==> config.mk <==
export PLATFORM = sky130hd
export DESIGN_NAME = mem_arbiter_flat
export DESIGN_NICKNAME = d
export VERILOG_FILES = /design/src/rtl/mem_arbiter_if.sv /design/src/rtl/mem_arbiter.sv /design/src/flat_wrapper.sv
export SDC_FILE = /design/constraint.sdc
export NUM_CORES = 1
export LEC_CHECK = 0
export CAP_MARGIN = 10
export CELL_PAD_IN_SITES_DETAIL_PLACEMENT = 1
export CELL_PAD_IN_SITES_GLOBAL_PLACEMENT = 2
export CORE_MARGIN = 4
export CORE_UTILIZATION = 10
export CTS_CLUSTER_DIAMETER = 200
export CTS_CLUSTER_SIZE = 25
export DETAILED_ROUTE_END_ITERATION = 8
export GPL_TIMING_DRIVEN = 0
export MAX_ROUTING_LAYER = met4
export PLACE_DENSITY_LB_ADDON = 0.12
export SYNTH_ARGS = -nofsm -noshare
export SYNTH_HDL_FRONTEND = slang
export SYNTH_SLANG_ARGS = --single-unit
==> constraint.sdc <==
create_clock -name clk -period 1.7 [get_ports clk]
set_input_delay 0.34 -clock clk [delete_from_list [all_inputs] [get_ports clk]]
set_output_delay 0.34 -clock clk [all_outputs]
set_load 0.03 [all_outputs]
==> src/rtl/mem_arbiter_if.sv <==
// Bundle of the two requester ports and the shared memory port of mem_arbiter.
// The slave modport is the arbiter's view; the master modport is the requester/memory side.
interface mem_arbiter_if #(
  parameter int ADDR_WIDTH = 14
);
  logic                  p0_valid;
  logic                  p0_ready;
  logic                  p0_write;
  logic [3:0]            p0_wmask;
  logic [31:0]           p0_wdata;
  logic [ADDR_WIDTH-1:0] p0_addr;
  logic                  p0_rvalid;
  logic [31:0]           p0_rdata;

  logic                  p1_valid;
  logic                  p1_ready;
  logic                  p1_write;
  logic [3:0]            p1_wmask;
  logic [31:0]           p1_wdata;
  logic [ADDR_WIDTH-1:0] p1_addr;
  logic                  p1_rvalid;
  logic [31:0]           p1_rdata;

  logic                  mem_valid;
  logic                  mem_write;
  logic [3:0]            mem_wmask;
  logic [31:0]           mem_wdata;
  logic [ADDR_WIDTH-1:0] mem_addr;
  logic [31:0]           mem_rdata;

  modport slave (
    input  p0_valid, p0_write, p0_wmask, p0_wdata, p0_addr,
    output p0_ready, p0_rvalid, p0_rdata,
    input  p1_valid, p1_write, p1_wmask, p1_wdata, p1_addr,
    output p1_ready, p1_rvalid, p1_rdata,
    output mem_valid, mem_write, mem_wmask, mem_wdata, mem_addr,
    input  mem_rdata
  );

  modport master (
    output p0_valid, p0_write, p0_wmask, p0_wdata, p0_addr,
    input  p0_ready, p0_rvalid, p0_rdata,
    output p1_valid, p1_write, p1_wmask, p1_wdata, p1_addr,
    input  p1_ready, p1_rvalid, p1_rdata,
    input  mem_valid, mem_write, mem_wmask, mem_wdata, mem_addr,
    output mem_rdata
  );
endinterface

==> src/rtl/mem_arbiter.sv <==
// Two-port arbiter onto a single-ported memory with one-cycle read latency.
// Define ARB_ROUND_ROBIN_EN for round-robin conflicts; default is port 0 priority with p1 starvation guard.
module mem_arbiter #(
  parameter int ADDR_WIDTH   = 14,
  parameter int STARVE_LIMIT = 3
) (
  input logic            clk,
  input logic            rstn,
  mem_arbiter_if.slave   bus
);

  logic p1_wins;
  logic grant0;
  logic grant1;
  logic rvalid0;
  logic rvalid1;

`ifdef ARB_ROUND_ROBIN_EN
  // rr_ptr = 1 means port 1 has priority on the next conflict
  logic rr_ptr;

  always_ff @(posedge clk or negedge rstn) begin
    if (!rstn) begin
      rr_ptr <= 1'b0;
    end else if (grant0) begin
      rr_ptr <= 1'b1;
    end else if (grant1) begin
      rr_ptr <= 1'b0;
    end
  end

  assign p1_wins = rr_ptr;
`else
  localparam logic [3:0] LIMIT = 4'(STARVE_LIMIT);

  logic [3:0] starve_cnt;

  always_ff @(posedge clk or negedge rstn) begin
    if (!rstn) begin
      starve_cnt <= 4'd0;
    end else if (grant1) begin
      starve_cnt <= 4'd0;
    end else if (bus.p1_valid && (starve_cnt != LIMIT)) begin
      starve_cnt <= starve_cnt + 4'd1;
    end
  end

  assign p1_wins = (starve_cnt == LIMIT);
`endif

  assign grant0 = bus.p0_valid & ~(bus.p1_valid & p1_wins);
  assign grant1 = bus.p1_valid & (~bus.p0_valid | p1_wins);

  assign bus.p0_ready  = grant0;
  assign bus.p1_ready  = grant1;
  assign bus.mem_valid = bus.p0_valid | bus.p1_valid;

  always_comb begin
    bus.mem_write = 1'b0;
    bus.mem_wmask = 4'd0;
    bus.mem_wdata = 32'd0;
    bus.mem_addr  = '0;
    if (grant1) begin
      bus.mem_write = bus.p1_write;
      bus.mem_wmask = bus.p1_wmask;
      bus.mem_wdata = bus.p1_wdata;
      bus.mem_addr  = bus.p1_addr;
    end else if (grant0) begin
      bus.mem_write = bus.p0_write;
      bus.mem_wmask = bus.p0_wmask;
      bus.mem_wdata = bus.p0_wdata;
      bus.mem_addr  = bus.p0_addr;
    end
  end

  // Reset clears these flags, so a read in flight at reset never returns
  always_ff @(posedge clk or negedge rstn) begin
    if (!rstn) begin
      rvalid0 <= 1'b0;
      rvalid1 <= 1'b0;
    end else begin
      rvalid0 <= grant0 & ~bus.p0_write;
      rvalid1 <= grant1 & ~bus.p1_write;
    end
  end

  assign bus.p0_rvalid = rvalid0;
  assign bus.p1_rvalid = rvalid1;
  assign bus.p0_rdata  = bus.mem_rdata;
  assign bus.p1_rdata  = bus.mem_rdata;

endmodule

==> src/flat_wrapper.sv <==
// flat-port wrapper written by rule: the top's interface ports become plain ports
module mem_arbiter_flat 
#(
  parameter int ADDR_WIDTH   = 14,
  parameter int STARVE_LIMIT = 3
)
  (clk, rstn, bus_p0_valid, bus_p0_write, bus_p0_wmask, bus_p0_wdata, bus_p0_addr, bus_p0_ready, bus_p0_rvalid, bus_p0_rdata, bus_p1_valid, bus_p1_write, bus_p1_wmask, bus_p1_wdata, bus_p1_addr, bus_p1_ready, bus_p1_rvalid, bus_p1_rdata, bus_mem_valid, bus_mem_write, bus_mem_wmask, bus_mem_wdata, bus_mem_addr, bus_mem_rdata);
  mem_arbiter_if #(.ADDR_WIDTH(ADDR_WIDTH)) bus_i ();
  input logic clk;
  input logic rstn;
  input wire logic [$bits(bus_i.p0_valid)-1:0] bus_p0_valid;
  input wire logic [$bits(bus_i.p0_write)-1:0] bus_p0_write;
  input wire logic [$bits(bus_i.p0_wmask)-1:0] bus_p0_wmask;
  input wire logic [$bits(bus_i.p0_wdata)-1:0] bus_p0_wdata;
  input wire logic [$bits(bus_i.p0_addr)-1:0] bus_p0_addr;
  output wire logic [$bits(bus_i.p0_ready)-1:0] bus_p0_ready;
  output wire logic [$bits(bus_i.p0_rvalid)-1:0] bus_p0_rvalid;
  output wire logic [$bits(bus_i.p0_rdata)-1:0] bus_p0_rdata;
  input wire logic [$bits(bus_i.p1_valid)-1:0] bus_p1_valid;
  input wire logic [$bits(bus_i.p1_write)-1:0] bus_p1_write;
  input wire logic [$bits(bus_i.p1_wmask)-1:0] bus_p1_wmask;
  input wire logic [$bits(bus_i.p1_wdata)-1:0] bus_p1_wdata;
  input wire logic [$bits(bus_i.p1_addr)-1:0] bus_p1_addr;
  output wire logic [$bits(bus_i.p1_ready)-1:0] bus_p1_ready;
  output wire logic [$bits(bus_i.p1_rvalid)-1:0] bus_p1_rvalid;
  output wire logic [$bits(bus_i.p1_rdata)-1:0] bus_p1_rdata;
  output wire logic [$bits(bus_i.mem_valid)-1:0] bus_mem_valid;
  output wire logic [$bits(bus_i.mem_write)-1:0] bus_mem_write;
  output wire logic [$bits(bus_i.mem_wmask)-1:0] bus_mem_wmask;
  output wire logic [$bits(bus_i.mem_wdata)-1:0] bus_mem_wdata;
  output wire logic [$bits(bus_i.mem_addr)-1:0] bus_mem_addr;
  input wire logic [$bits(bus_i.mem_rdata)-1:0] bus_mem_rdata;
  assign bus_i.p0_valid = bus_p0_valid;
  assign bus_i.p0_write = bus_p0_write;
  assign bus_i.p0_wmask = bus_p0_wmask;
  assign bus_i.p0_wdata = bus_p0_wdata;
  assign bus_i.p0_addr = bus_p0_addr;
  assign bus_p0_ready = bus_i.p0_ready;
  assign bus_p0_rvalid = bus_i.p0_rvalid;
  assign bus_p0_rdata = bus_i.p0_rdata;
  assign bus_i.p1_valid = bus_p1_valid;
  assign bus_i.p1_write = bus_p1_write;
  assign bus_i.p1_wmask = bus_p1_wmask;
  assign bus_i.p1_wdata = bus_p1_wdata;
  assign bus_i.p1_addr = bus_p1_addr;
  assign bus_p1_ready = bus_i.p1_ready;
  assign bus_p1_rvalid = bus_i.p1_rvalid;
  assign bus_p1_rdata = bus_i.p1_rdata;
  assign bus_mem_valid = bus_i.mem_valid;
  assign bus_mem_write = bus_i.mem_write;
  assign bus_mem_wmask = bus_i.mem_wmask;
  assign bus_mem_wdata = bus_i.mem_wdata;
  assign bus_mem_addr = bus_i.mem_addr;
  assign bus_i.mem_rdata = bus_mem_rdata;
  mem_arbiter #(.ADDR_WIDTH(ADDR_WIDTH), .STARVE_LIMIT(STARVE_LIMIT)) u_core (.clk(clk), .rstn(rstn), .bus(bus_i));
endmodule
==> metrics <==
result of the run=finished, violations left; violated checks=negative setup slack; number of warnings issued by yosys=0; global-route wire length before repair=14.8 mm; Area growth, synth to finish=201%; TNS Setup=-29.77 ns; CTS buffer count=3; Final Hold Fails=0; global-route met2 utilization=0.177; via count of the routed design=2508; fmax=422 MHz; fraction of layout instances using a drive strength above 1=0.411; PortBufs=between 200 and 250; Critical Path Max Stage Delay=0.34 ns; I/O pin total=approximately 260; slew at the pin closest to its max-slew limit=0.486 ns; biggest area contributors in the synthesized netlist=sky130_fd_sc_hd__mux2i_1 29%, sky130_fd_sc_hd__buf_4 28%, sky130_fd_sc_hd__nand2_1 11%; Setup crit end kind=output port; pin count of the biggest net entering global routing=11; ratio of final minimum period to clock period=1.39; number of library cell types mapped by synthesis=22; Mapped Area=between 1500 and 2000 µm²; total area of multi-input combinational cells=1350 µm²; gate family responsible for the most delay along the worst path=buffers and inverters; routed wire length per instance=13.1 µm; clock tree skew after final layout=0.000332 ns; die area=~20000 µm²; Via density=between 3 and 4; area taken by flip-flops and latches=150 µm²; grt ovf=0; final total power=2360 µW; Post-DP HPWL=8.19 mm; Data arrival, critical path=about 2.0 ns; sum of buffers and inverters on the critical path=5; net count reported at finish=655; first-pass detailed-route iteration total=4; number of fill cells in the layout=just under 2000; Core ar.=17400 µm²; shortest period the worst path allows=approximately 2.4 ns; Routed WL=9.69 mm; Maximum Capacitance Violations=0; area share of the largest cell type after synthesis=0.288; highest-count cells in the layout ignoring fill and taps=170 x sky130_fd_sc_hd__clkdlybuf4s50_1, 79 x sky130_fd_sc_hd__buf_4, 59 x sky130_fd_sc_hd__buf_6; Worst path slowest cell=sky130_fd_sc_hd__dfrtp_1; number of levels the H-tree was split into=1; hold bufs inserted after CTS=0; final slew viol count=0; width of the chip=141 µm; leakage dissipation=0.00237 µW; CTS tree=built; clock transition time at the flip-flop clock pins of the worst setup and hold paths=roughly 0.030 ns; CTS Sinks=6; effective utilization at floorplan=0.102; register area share after synthesis=0.0846; critical path cell sequence=ha_2, nand2_2, o31ai_4, buf_6, buf_12, buf_16, buf_12, mux2i_4, buf_6; antenna cells=0; clock tree root buffer cell=sky130_fd_sc_hd__clkbuf_16; path type of the worst setup path=reg -> out; number of design-rule violations left by the first detailed-router iteration=50; Final Util=0.308; flip-flop and latch count after synthesis=6; r2r worst-path depth=6; total routing resource utilization after global routing=0.0939; clock latency on the worst-skew pair=0.23 ns; register-to-register setup slack=about 0.3 ns; FF-to-FF Start=u_core.starve_cnt[1]; Max Buffers Root-to-Sink=2; number of global-route vias before repair=2883; biggest area consumer among synthesized cells=sky130_fd_sc_hd__mux2i_1; kind of start point of the critical path=flop; GR met3 Demand/Resource=0.0227; worst path setup slack after routing=-0.669 ns; count of final setup violators=54; met1 track demand over resource=0.102; most common cell after layout, fill and taps aside=sky130_fd_sc_hd__clkdlybuf4s50_1; Hold WS=0.360 ns; GPL Wtd Cong=0.734; relative slew slack=0.676; remaining number of nets flagged by the antenna check after routing=0; Post-Synthesis Net Count=398; antenna violations before repair=0; capture instance of the worst register-to-register path=u_core.starve_cnt[1]; Mapped Cells=approximately 260; power density over the cells=~440 nW/µm²; vertical die dimension=141 µm; average size of a mapped cell=6.85 µm²; Req. time, crit path=1.36 ns; RSZ-0062 raised after global routing=yes; maximum VDD drop=0.163 mV; maximum fanout count along the critical path=7; number of cell rows=48; minimum setup slack after placement=-1.12 ns; # DRC=0; type of the worst min-delay path=in -> async; highest-utilization routing layer at the global route stage=met2
## routing by layer
metal,wire length (µm),vias to the layer above
met5,0,-
met4,47,0
met3,840,4
met2,5190,133
met1,3610,1141
li1,-,1230
## report_power, final
part           internal, µW  total, µW  switching (µW)
clock network           302        380            78.0
registers               163        186            22.3
logic                   988       1800             807
total                  1450       2360             908
## cell families (layout without fill, tap and decap cells)
family	count (synthesis)	in the layout	share of synthesized area
AND/OR/NAND/NOR	64	64	0.148
multiplexers	51	51	0.288
AO/OA/AOI/OAI	6	6	0.0317
adder cells (fa/ha/maj)	1	1	0.00705
buffers and inverters	131	386	0.441
flip-flops	6	6	0.0846
## area by class of cell
type | count | share of cell area
timing repair buffer | 254 | 0.502
multi-input combinational | 122 | 0.252
buffer | 75 | 0.113
tap | 225 | 0.0527
inverter | 54 | 0.0379
sequential | 6 | 0.0281
clock buffer | 3 | 0.0141
## registers in the layout, indices dropped and copies added, names as in the netlist
name / count
u_core.starve_cnt: 4
u_core.bus.p0_rvalid: 1
u_core.bus.p1_rvalid: 1
## synthesized netlist by cell type
cell type,n
sky130_fd_sc_hd__clkbuf_1,6
sky130_fd_sc_hd__dfrtp_1,6
sky130_fd_sc_hd__nor2_1,1
sky130_fd_sc_hd__buf_4,66
sky130_fd_sc_hd__inv_1,53
sky130_fd_sc_hd__o21ai_1,1
sky130_fd_sc_hd__o31ai_4,1
sky130_fd_sc_hd__o22ai_1,2
sky130_fd_sc_hd__nand2b_1,4
sky130_fd_sc_hd__or2_1,1
sky130_fd_sc_hd__and3b_1,1
sky130_fd_sc_hd__buf_6,1
sky130_fd_sc_hd__mux2i_1,51
sky130_fd_sc_hd__nand2_1,54
sky130_fd_sc_hd__o2bb2ai_1,1
sky130_fd_sc_hd__and2_1,1
sky130_fd_sc_hd__buf_8,3
sky130_fd_sc_hd__o311ai_1,1
sky130_fd_sc_hd__inv_2,1
sky130_fd_sc_hd__nand3_1,2
sky130_fd_sc_hd__buf_2,1
sky130_fd_sc_hd__ha_1,1
## worst max-delay path by stage
stage / startpoint / end / slack [ns] / cells past startpoint
after floorplan: u_core.starve_cnt[0] / bus_mem_addr[0] / -0.23 / 6
after global placement: bus_p0_valid / bus_mem_addr[0] / -1.12 / 6
after detailed placement: bus_p0_valid / bus_mem_addr[7] / -1.12 / 6
after CTS: u_core.starve_cnt[0] / bus_mem_wdata[28] / -0.68 / 9
after global routing: u_core.starve_cnt[1] / bus_mem_wdata[26] / -0.77 / 9
final: u_core.starve_cnt[1] / bus_mem_wdata[28] / -0.67 / 9
## repair_timing
action                                  CTS  global route
setup buffers                            23            10
gates resized for setup                 396            10
cloned                                    3             0
endpoints found under the setup margin   54            54
pin swaps                                 0             2
## per-stage QoR
step	cell area, µm²	std cells
after detailed placement	4800	708
after floorplan	2270	259
after global placement	4800	708
after global routing	5340	739
final	5340	739
after CTS	5360	737
Power figures use the tool's default switching activity.
